### config.mk
export PLATFORM = sky130hd
export DESIGN_NAME = mem_access_ctrl_flat
export DESIGN_NICKNAME = d
export VERILOG_FILES = /design/src/rtl/mem_access_pkg.sv /design/src/rtl/mem_access_if.sv /design/src/rtl/mem_addr_gen.sv /design/src/rtl/mem_access_ctrl.sv /design/src/flat_wrapper.sv
export SDC_FILE = /design/constraint.sdc
export NUM_CORES = 1
export LEC_CHECK = 0
export BUFFER_PORTS_ARGS = -buffer_cell sky130_fd_sc_hd__buf_2
export CORE_MARGIN = 1
export CORE_UTILIZATION = 25
export DETAILED_ROUTE_END_ITERATION = 12
export PLACE_DENSITY = 0.46
export SYNTH_ARGS = -nofsm -noshare
export SYNTH_HDL_FRONTEND = slang
export SYNTH_SLANG_ARGS = --single-unit
### constraint.sdc
create_clock -name clk -period 6.3 [get_ports clk]
set_input_delay 0.63 -clock clk [delete_from_list [all_inputs] [get_ports clk]]
set_output_delay 0.63 -clock clk [all_outputs]
set_load 0.005 [all_outputs]
### src/rtl/mem_access_pkg.sv
// Shared constants and types for the MEM-stage load/store controller.
// Opcodes, memory-port control codes, FSM states and the decoded access kind.
package mem_access_pkg;

    localparam logic [4:0] OP_LW_SP = 5'b10010;
    localparam logic [4:0] OP_LW    = 5'b10011;
    localparam logic [4:0] OP_SW_SP = 5'b11010;
    localparam logic [4:0] OP_SW    = 5'b11011;

    localparam logic [1:0] MEMCTL_IDLE  = 2'b00;
    localparam logic [1:0] MEMCTL_READ  = 2'b10;
    localparam logic [1:0] MEMCTL_WRITE = 2'b01;

    typedef enum logic {
        IDLE,
        ACCESS
    } state_t;

    typedef enum logic [1:0] {
        KIND_NONE,
        KIND_LOAD,
        KIND_STORE
    } op_kind_t;

    function automatic logic [1:0] kind_to_memctl(op_kind_t kind);
        logic [1:0] code;
        code = MEMCTL_IDLE;
        case (kind)
            KIND_LOAD:  code = MEMCTL_READ;
            KIND_STORE: code = MEMCTL_WRITE;
            default:    code = MEMCTL_IDLE;
        endcase
        return code;
    endfunction

endpackage

### src/rtl/mem_access_if.sv
// Issue and memory-port bundle of the load/store controller.
// slave is the controller side, master is the pipeline/memory side.
interface mem_access_if #(
    parameter int ADDR_W = 16,
    parameter int DATA_W = 16
);
    logic [15:0]       instr_in;
    logic [ADDR_W-1:0] base_in;
    logic [DATA_W-1:0] wdata_in;
    logic              issue_valid;
    logic              issue_ready;
    logic [1:0]        mem_ctrl;
    logic [ADDR_W-1:0] mem_addr;
    logic [DATA_W-1:0] mem_wdata;
    logic              mem_ack;
    logic [DATA_W-1:0] mem_rdata;
    logic [DATA_W-1:0] rdata_out;
    logic              done;
    logic              fault;
    logic              is_io;
    logic              stall;

    modport slave (
        input  instr_in, base_in, wdata_in, issue_valid, mem_ack, mem_rdata,
        output issue_ready, mem_ctrl, mem_addr, mem_wdata, rdata_out,
        output done, fault, is_io, stall
    );

    modport master (
        output instr_in, base_in, wdata_in, issue_valid, mem_ack, mem_rdata,
        input  issue_ready, mem_ctrl, mem_addr, mem_wdata, rdata_out,
        input  done, fault, is_io, stall
    );

endinterface

### src/rtl/mem_addr_gen.sv
// Combinational decode of load/store opcodes and effective-address generation.
// Produces base + sign-extended offset (wrapping) and the IO-window hit flag.
module mem_addr_gen
    import mem_access_pkg::*;
#(
    parameter int                ADDR_W  = 16,
    parameter logic [ADDR_W-1:0] IO_BASE = 'hBF00,
    parameter logic [ADDR_W-1:0] IO_MASK = 'hFFF0
) (
    input  logic [15:0]       instr,
    input  logic [ADDR_W-1:0] base,
    output logic [ADDR_W-1:0] addr,
    output op_kind_t          kind,
    output logic              is_io
);

    logic [4:0]        opcode;
    logic [ADDR_W-1:0] ext;
    logic [2:0]        unused_instr;

    assign opcode       = instr[15:11];
    assign unused_instr = instr[10:8];

    // SP-relative forms carry an 8-bit offset, register forms a 5-bit one.
    always_comb begin
        kind = KIND_NONE;
        ext  = '0;
        case (opcode)
            OP_LW_SP: begin
                kind = KIND_LOAD;
                ext  = {{(ADDR_W-8){instr[7]}}, instr[7:0]};
            end
            OP_LW: begin
                kind = KIND_LOAD;
                ext  = {{(ADDR_W-5){instr[4]}}, instr[4:0]};
            end
            OP_SW_SP: begin
                kind = KIND_STORE;
                ext  = {{(ADDR_W-8){instr[7]}}, instr[7:0]};
            end
            OP_SW: begin
                kind = KIND_STORE;
                ext  = {{(ADDR_W-5){instr[4]}}, instr[4:0]};
            end
            default: begin
                kind = KIND_NONE;
                ext  = '0;
            end
        endcase
    end

    assign addr  = base + ext;
    assign is_io = ((addr & IO_MASK) == (IO_BASE & IO_MASK));

endmodule

### src/rtl/mem_access_ctrl.sv
// MEM-stage load/store controller: accepts one access at a time, drives a
// wait-state tolerant memory port with timeout abort, and stalls the pipeline.
//
//   state  | meaning
//   -------+-------------------------------------------------------------
//   IDLE   | ready for issue; memory port idle (ctrl 00, addr all-ones)
//   ACCESS | access outstanding; port held stable until ack or timeout
module mem_access_ctrl
    import mem_access_pkg::*;
#(
    parameter int                ADDR_W  = 16,
    parameter int                DATA_W  = 16,
    parameter int                TIMEOUT = 15,
    parameter logic [ADDR_W-1:0] IO_BASE = 'hBF00,
    parameter logic [ADDR_W-1:0] IO_MASK = 'hFFF0
) (
    input  logic        clk,
    input  logic        rst,
    mem_access_if.slave bus
);

    localparam int                CNT_W    = (TIMEOUT > 1) ? $clog2(TIMEOUT) : 1;
    localparam logic [CNT_W-1:0]  CNT_LOAD = CNT_W'(TIMEOUT - 1);

    state_t            state, state_nxt;
    logic [CNT_W-1:0]  cnt, cnt_nxt;
    logic [1:0]        ctrl_q, ctrl_nxt;
    logic [ADDR_W-1:0] addr_q, addr_nxt;
    logic [DATA_W-1:0] wdata_q, wdata_nxt;
    logic [DATA_W-1:0] rdata_q, rdata_nxt;
    logic              io_q, io_nxt;
    logic              done_q, done_nxt;
    logic              fault_q, fault_nxt;

    logic [ADDR_W-1:0] gen_addr;
    op_kind_t          gen_kind;
    logic              gen_io;
    logic              ready;

    mem_addr_gen #(
        .ADDR_W  (ADDR_W),
        .IO_BASE (IO_BASE),
        .IO_MASK (IO_MASK)
    ) u_addr_gen (
        .instr (bus.instr_in),
        .base  (bus.base_in),
        .addr  (gen_addr),
        .kind  (gen_kind),
        .is_io (gen_io)
    );

    assign ready = (state == IDLE);

    always_ff @(posedge clk) begin
        if (rst) begin
            state   <= IDLE;
            cnt     <= '0;
            ctrl_q  <= MEMCTL_IDLE;
            addr_q  <= '1;
            wdata_q <= '0;
            rdata_q <= '0;
            io_q    <= 1'b0;
            done_q  <= 1'b0;
            fault_q <= 1'b0;
        end else begin
            state   <= state_nxt;
            cnt     <= cnt_nxt;
            ctrl_q  <= ctrl_nxt;
            addr_q  <= addr_nxt;
            wdata_q <= wdata_nxt;
            rdata_q <= rdata_nxt;
            io_q    <= io_nxt;
            done_q  <= done_nxt;
            fault_q <= fault_nxt;
        end
    end

    // Timeout is a down-counter loaded on accept; terminal count 0 without ack aborts.
    always_comb begin
        state_nxt = state;
        cnt_nxt   = cnt;
        ctrl_nxt  = ctrl_q;
        addr_nxt  = addr_q;
        wdata_nxt = wdata_q;
        rdata_nxt = rdata_q;
        io_nxt    = io_q;
        done_nxt  = 1'b0;
        fault_nxt = 1'b0;
        case (state)
            IDLE: begin
                if (bus.issue_valid && (gen_kind != KIND_NONE)) begin
                    state_nxt = ACCESS;
                    cnt_nxt   = CNT_LOAD;
                    ctrl_nxt  = kind_to_memctl(gen_kind);
                    addr_nxt  = gen_addr;
                    wdata_nxt = bus.wdata_in;
                    io_nxt    = gen_io;
                end
            end
            ACCESS: begin
                if (bus.mem_ack) begin
                    state_nxt = IDLE;
                    ctrl_nxt  = MEMCTL_IDLE;
                    addr_nxt  = '1;
                    done_nxt  = 1'b1;
                    if (ctrl_q == MEMCTL_READ) begin
                        rdata_nxt = bus.mem_rdata;
                    end
                end else if (cnt == '0) begin
                    state_nxt = IDLE;
                    ctrl_nxt  = MEMCTL_IDLE;
                    addr_nxt  = '1;
                    done_nxt  = 1'b1;
                    fault_nxt = 1'b1;
                end else begin
                    cnt_nxt = cnt - 1'b1;
                end
            end
            default: begin
                state_nxt = IDLE;
            end
        endcase
    end

    assign bus.issue_ready = ready;
    assign bus.stall       = ~ready;
    assign bus.mem_ctrl    = ctrl_q;
    assign bus.mem_addr    = addr_q;
    assign bus.mem_wdata   = wdata_q;
    assign bus.rdata_out   = rdata_q;
    assign bus.done        = done_q;
    assign bus.fault       = fault_q;
    assign bus.is_io       = io_q;

endmodule

### src/flat_wrapper.sv
// flat-port wrapper written by rule: the top's interface ports become plain ports
module mem_access_ctrl_flat import mem_access_pkg::*;
#(
    parameter int                ADDR_W  = 16,
    parameter int                DATA_W  = 16,
    parameter int                TIMEOUT = 15,
    parameter logic [ADDR_W-1:0] IO_BASE = 'hBF00,
    parameter logic [ADDR_W-1:0] IO_MASK = 'hFFF0
)
  (clk, rst, bus_instr_in, bus_base_in, bus_wdata_in, bus_issue_valid, bus_mem_ack, bus_mem_rdata, bus_issue_ready, bus_mem_ctrl, bus_mem_addr, bus_mem_wdata, bus_rdata_out, bus_done, bus_fault, bus_is_io, bus_stall);
  mem_access_if #(.ADDR_W(ADDR_W), .DATA_W(DATA_W)) bus_i ();
  input  logic clk;
  input  logic rst;
  input wire logic [$bits(bus_i.instr_in)-1:0] bus_instr_in;
  input wire logic [$bits(bus_i.base_in)-1:0] bus_base_in;
  input wire logic [$bits(bus_i.wdata_in)-1:0] bus_wdata_in;
  input wire logic [$bits(bus_i.issue_valid)-1:0] bus_issue_valid;
  input wire logic [$bits(bus_i.mem_ack)-1:0] bus_mem_ack;
  input wire logic [$bits(bus_i.mem_rdata)-1:0] bus_mem_rdata;
  output wire logic [$bits(bus_i.issue_ready)-1:0] bus_issue_ready;
  output wire logic [$bits(bus_i.mem_ctrl)-1:0] bus_mem_ctrl;
  output wire logic [$bits(bus_i.mem_addr)-1:0] bus_mem_addr;
  output wire logic [$bits(bus_i.mem_wdata)-1:0] bus_mem_wdata;
  output wire logic [$bits(bus_i.rdata_out)-1:0] bus_rdata_out;
  output wire logic [$bits(bus_i.done)-1:0] bus_done;
  output wire logic [$bits(bus_i.fault)-1:0] bus_fault;
  output wire logic [$bits(bus_i.is_io)-1:0] bus_is_io;
  output wire logic [$bits(bus_i.stall)-1:0] bus_stall;
  assign bus_i.instr_in = bus_instr_in;
  assign bus_i.base_in = bus_base_in;
  assign bus_i.wdata_in = bus_wdata_in;
  assign bus_i.issue_valid = bus_issue_valid;
  assign bus_i.mem_ack = bus_mem_ack;
  assign bus_i.mem_rdata = bus_mem_rdata;
  assign bus_issue_ready = bus_i.issue_ready;
  assign bus_mem_ctrl = bus_i.mem_ctrl;
  assign bus_mem_addr = bus_i.mem_addr;
  assign bus_mem_wdata = bus_i.mem_wdata;
  assign bus_rdata_out = bus_i.rdata_out;
  assign bus_done = bus_i.done;
  assign bus_fault = bus_i.fault;
  assign bus_is_io = bus_i.is_io;
  assign bus_stall = bus_i.stall;
  mem_access_ctrl #(.ADDR_W(ADDR_W), .DATA_W(DATA_W), .TIMEOUT(TIMEOUT), .IO_BASE(IO_BASE), .IO_MASK(IO_MASK)) u_core (.clk(clk), .rst(rst), .bus(bus_i));
endmodule
* Yosys cells after proc, flatten, opt, wreduce, memory -nomap -nowiden
Cells that the tools add are included.
** Word-level totals
- Register bits :: 58
- Latch bits :: 0
- Bits in writable memories :: 0
- Memory bits (read-only) :: 0
- Bits of input ports :: 68
- Logic and storage cells :: 58
- Memories kept :: 0
** Operators by class
- Add/subtract/negate cells :: 2
- $mul :: 0
- Divide/modulo/power cells :: 0
- $lt $le $gt $ge :: 0
- Equality and inequality tests :: 12
- Shifts and indexed selects :: 0
- Mux-type cells :: 21
- Bitwise logic cells :: 1
- Reductions and logical operators :: 13
** Operators with widths (count)
- $pmux W16 S2 :: 2
- $mux W16 :: 3
- $eq A5 B5 Y1 const B :: 4
- $add A16 B16 Y16 :: 1
- $eq A12 B12 Y1 const B :: 1
- $mux W4 :: 3
- $pmux W2 S2 :: 3
- $reduce_or A2 Y1 :: 5
- $pmux W4 S2 :: 1
- $mux W2 :: 3
- $reduce_and A3 Y1 :: 2
- $mux W1 :: 5
- $eq A2 B2 Y1 const B :: 2
- $logic_not A4 Y1 :: 1
- $ne A2 B2 Y1 const B :: 2
- $reduce_and A2 Y1 :: 2
- $sub A4 B1 Y4 const B :: 1
- $ne A3 B3 Y1 const B :: 1
- $reduce_or A3 Y1 :: 1
- $eq A2 B1 Y1 const B :: 1
- $ne A2 B1 Y1 const B :: 1
- $pmux W1 S2 :: 1
- $reduce_bool A2 Y1 :: 1
- $logic_and A1 B1 Y1 :: 1
- $not A1 Y1 :: 1

* Depth between registers and ports, before layout
- Depth after elaboration :: 7
- Depth in mapped cells :: 14
- Gate-level depth less buffers :: 14

* By module
A second synthesis with hierarchy kept.
** Second synthesis, totals
- Cells, all modules :: 390
- Area, all modules :: 3165.5 um^2
** By module, submodules not included
- mem_access_ctrl :: times used 1, cells an instance 272, area an instance 2304.7 um^2, sequential area each 1161.1 um^2
- mem_addr_gen :: times used 1, cells an instance 118, area an instance 860.8 um^2, sequential area each 0.0 um^2

* Least setup slack after synthesis
Ideal clock, no wire load.
- Kind :: input to register
- Start point :: input port bus_instr_in[12]
- End point :: register u_core.addr_q[15] (netlist: u_core.bus.mem_addr[15])
- Setup time :: 0.120 ns
- Data arrival time :: 3.046 ns
- Required time :: 6.180 ns
- Setup slack :: 3.134 ns
- Stages on the path :: 12
- Cells stage by stage :: nand2_1 -> or2_4 -> a21oi_1 -> ha_1 -> nand2_1 -> nor4_2 -> a211oi_2 -> o41ai_2 -> a21oi_1 -> xnor2_1 -> a21oi_1 -> or2_1
** Between the ends
- Word-level cells in the longest chain between the ends :: 7
- Elaborated cells on any way between the ends :: 17
- Those cells by class :: add/sub (1); eq/ne (5); mux (4); reduce/logical (7)
** Ends and longest elaborated chain
- from (decl) :: RTL line flat_wrapper.sv:14 : input wire logic [$bits(bus_i.instr_in)-1:0] bus_instr_in;
- branches (longest 7 deep; another with $add A16 B16 Y16)
- to (signal assigned) :: RTL line mem_access_ctrl.sv:69 : addr_q <= addr_nxt;
- to (decl) :: RTL line mem_access_ctrl.sv:28 : logic [ADDR_W-1:0] addr_q, addr_nxt;
Parallel ways; which one is timed is not known. The select of a mux whose other input is x is not followed.
A chain may end at the register's enable or synchronous reset.

* Final worst setup path
Same ends and word-level chain as after synthesis.

==> out/metrics.csv <==
stage,metric,value,unit
run_status,outcome,finished clean,
route,vias,2785,
cts,cts_setup_buffers,0,
synthesis,ys_seq_area_share,39.7,%
global_route,grt_pass1_vias,2552,
synthesis,synth_edf_count,0,
setup_path,crit_slowest_cell,a21oi_1,
cts,clkSinkCount,58,
die,io_pins,123,
power,clkPwrFrac,51.0,%
sta,clock-skew-final,0.00741,ns
cts,ctsLongestPathBuffers,2,
cts,cts.clk_slew.worst_paths,0.05,ns
route,route.detailed.wl_per_inst,12.5,um
worst_hold_path,worstHoldPathType,reg -> reg,
sta,slew_violations,0,
cts,holdBufCountCts,0,
die,die_area,0.0121,mm^2
die,fp.dieW,110,um
route,routed_wl,7750,um
synthesis,ys_types,49,
setup_path,critPathMaxStageDelay,0.61,ns
cts,cts_buffers,9,
power,power_density,246,mW/mm^2
global_route,overflow,0,
die,core_area,0.0114,mm^2
finish,num_antenna_cells,0,
synthesis,synthesis.nets,443,
power,pwr-share-comb,9.9,%
power,p_sw,212,uW
setup_path,worstSetupStartpointType,primary input,
finish,drive_gt1_share,31.6,%
finish,area_growth,34.2,%
route,firstDrtPassIters,4,
run,maxCapViolCount,0,
global_route,grt_max_degree,59,
setup_path,critPathMostFrequentCell,a21oi_1,
global_route,grtUsageTotal,12.9,%
synthesis,postSynthCellCount,358,
synthesis,synth_ff_type,dfxtp_1,
setup_path,crit_path_cell_trace,buf_2 -> nand2_1 -> or2_4 -> a21oi_1 -> ha_1 -> nand2_1 -> nor4_2 -> a211oi_2 -> o41ai_2 -> a21oi_1 -> xnor2_1 -> a21oi_1 -> or2_1,
setup_path,worstPathArrival,3.59,ns
route,drt_iter0_markers,98,
power,p_int,752,uW
sta,final-hold-violation-count,0,
synthesis,synth_seq_cells,58,
synthesis,synthArstFlopShare,0,%
global_route,met1_usage,15.3,%
finish,nets,556,
cts,h-tree-depth,3,
finish,fill_cells,1253,
sta,fin_crit_sh,53.7,%
sta,worst_slew_pin_slew,1.20,ns
cts,cts-root-buf,clkbuf_16,
cts,cts_resized,0,
die,core.rowCount,39,
route,viasPerCell,4.51,
power,swShare,22.0,%
global_route,grt_pass1_wl,12100,um
synthesis,netlist_area,0.00292,mm^2
setup_path,crit_type,in -> reg,
sta,period_needed,3.38,ns
power,p_leak,0.00170,uW
sta,setup_tns,0,ns
route,drc_errors,0,
power,peakVddDrop,0.000111,V
place,io_buffers,119,
power,pwr-share-seq,39.1,%
sta,relSlewSlack,19.4,%
cts,clk_latency,0.32,ns
synthesis,synth_warnings,0,
setup_path,cp-end-kind,flop,
cts,cts_tree,built,
die,start_util,25.6,%
sta,max_clock_freq,0.295,GHz
sta,setup_viol_count_final,0,
global_route,use_met3,3.59,%
route,ant_nets,0,
synthesis,syn_area_per_cell,8.16,um^2
global_route,antenna_found_initial,0,
setup_path,cp.required,6.50,ns
sta,rsz0062_at_grt,no,
die,die_h,110,um
setup_path,cp_max_fo,9,
power,total_power,964,uW
place,globalplace.congestion,0.794,
finish,seq_area,0.00116,mm^2
global_route,top_usage_layer,met2,
place,place.detailed.hpwl,5710,um
finish,multiInputGateArea,0.00165,mm^2
global_route,grt_use_met2,22.1,%
## cells in the mapped netlist (2+ instances only)
| master | n | area share [%] |
|---|---|---|
| a21boi_0 | 2 | 0.51 |
| o21ai_1 | 2 | 0.34 |
| a21oi_1 | 59 | 10 |
| nand2b_1 | 11 | 2.4 |
| a21o_1 | 3 | 0.77 |
| o211ai_1 | 4 | 1.0 |
| nand4b_1 | 2 | 0.60 |
| nand3_1 | 8 | 1.4 |
| dfxtp_1 | 58 | 40 |
| nor2_1 | 16 | 2.1 |
| inv_1 | 8 | 1.0 |
| nand2_1 | 77 | 9.9 |
| clkbuf_1 | 15 | 1.9 |
| nor4_1 | 2 | 0.43 |
| o22ai_1 | 8 | 1.7 |
| ha_1 | 16 | 6.8 |
| a211oi_2 | 2 | 0.86 |
| xnor2_1 | 10 | 3.0 |
| or3_1 | 4 | 0.86 |
| xor2_1 | 6 | 1.8 |
| nor4_2 | 2 | 0.86 |
| or2_1 | 2 | 0.43 |
| and2_1 | 4 | 0.86 |
| nor3_1 | 6 | 1.0 |
| nand3b_1 | 2 | 0.51 |
| or2_2 | 5 | 1.1 |
| o21ai_0 | 2 | 0.34 |
## stage by stage
stage               hold slack [ns]  cell area [um^2]  cells  util, %  setup slack (ns)
floorplan                     0.453              2920    358        -              3.13
global placement              0.438              3620    603     31.7              2.59
detailed placement            0.444              3620    603     31.7              2.57
CTS                           0.451              3920    618     34.3              2.90
global route                  0.469              3920    618     34.3              2.59
finish                        0.448              3920    618     34.3              2.92
## worst paths after layout
check                                         from  cells past startpoint                                     to  slack, ns
max                               bus_instr_in[12]                     13   u_core.bus.mem_addr[15]$_SDFFE_PP1P_       2.92
min          u_core.bus.mem_wdata[11]$_SDFFE_PP0P_                      2  u_core.bus.mem_wdata[11]$_SDFFE_PP0P_       0.45
max reg2reg             u_core.cnt[0]$_SDFFE_PP0P_                      7    u_core.bus.mem_ctrl[0]$_SDFFE_PP0P_       3.97
min reg2reg  u_core.bus.mem_wdata[11]$_SDFFE_PP0P_                      2  u_core.bus.mem_wdata[11]$_SDFFE_PP0P_       0.45
## area by class of cell
cell class | count | area share [%]
Clock buffer | 13 | 6.89
Clock inverter | 2 | 0.893
Inverter | 8 | 0.766
Multi-Input combinational cell | 275 | 42.1
Sequential cell | 58 | 29.6
Tap cell | 143 | 4.56
Timing Repair Buffer | 119 | 15.2
## state kept, by name (all words and copies together), names as in the netlist
register              cells
u_core.bus.mem_addr      16
u_core.bus.mem_wdata     16
u_core.bus.rdata_out     16
u_core.cnt                4
u_core.bus.mem_ctrl       2
u_core.bus.done           1
u_core.bus.fault          1
u_core.bus.is_io          1
u_core.bus.stall          1
## critical path: cells and delay by family
| kind | cells | cell delay (ns) |
|---|---|---|
| XOR/XNOR | 1 | 0.26 |
| AND/OR/NAND/NOR | 5 | 1.04 |
| AO/OA/AOI/OAI | 5 | 1.29 |
| adder cells (fa/ha/maj) | 1 | 0.30 |
| buffers and inverters | 1 | 0.07 |
## cells by family (layout without fill, tap and decap cells)
logic type                 Yosys count  count (layout)  synth area share (%)
DFF                                 58              58                  39.7
buffers and inverters               25             142                  3.81
xor gates and xnor gates            16              16                  4.79
and+or+nand+nor                    151             151                  25.6
adders and majority gates           17              17                  7.53
AOI/OAI and AO/OA                   91              91                  18.6
## power groups by stage
stage          logic, uW  clock network (uW)  registers, uW
4_1_cts             97.4                 506            377
2_1_floorplan       58.5                   0            384
3_3_place_gp        96.1                   0            384
6_report            95.8                 491            377
5_1_grt              108                 524            377
3_5_place_dp        96.7                   0            384
## routing by layer
layer	vias up	wire length, um
met2	74	3520
met5	-	0
met4	0	91
li1	1464	-
met3	10	498
met1	1237	3630
## layout by cell type, fill, tap and decap left out, types with 2 or more instances in the layout
master	instances
buf_2	119
nand2_1	77
a21oi_1	59
dfxtp_1	58
nor2_1	16
ha_1	16
nand2b_1	11
xnor2_1	10
clkbuf_16	9
inv_1	8
nand3_1	8
o22ai_1	8
nor3_1	6
xor2_1	6
or2_2	5
and2_1	4
o211ai_1	4
or3_1	4
a21o_1	3
clkbuf_8	3
o21ai_1	2
a211oi_2	2
nor4_2	2
o21ai_0	2
or2_1	2
a21boi_0	2
nand3b_1	2
nand4b_1	2
nor4_1	2
No activity file was read; power rests on OpenSTA's default activity.
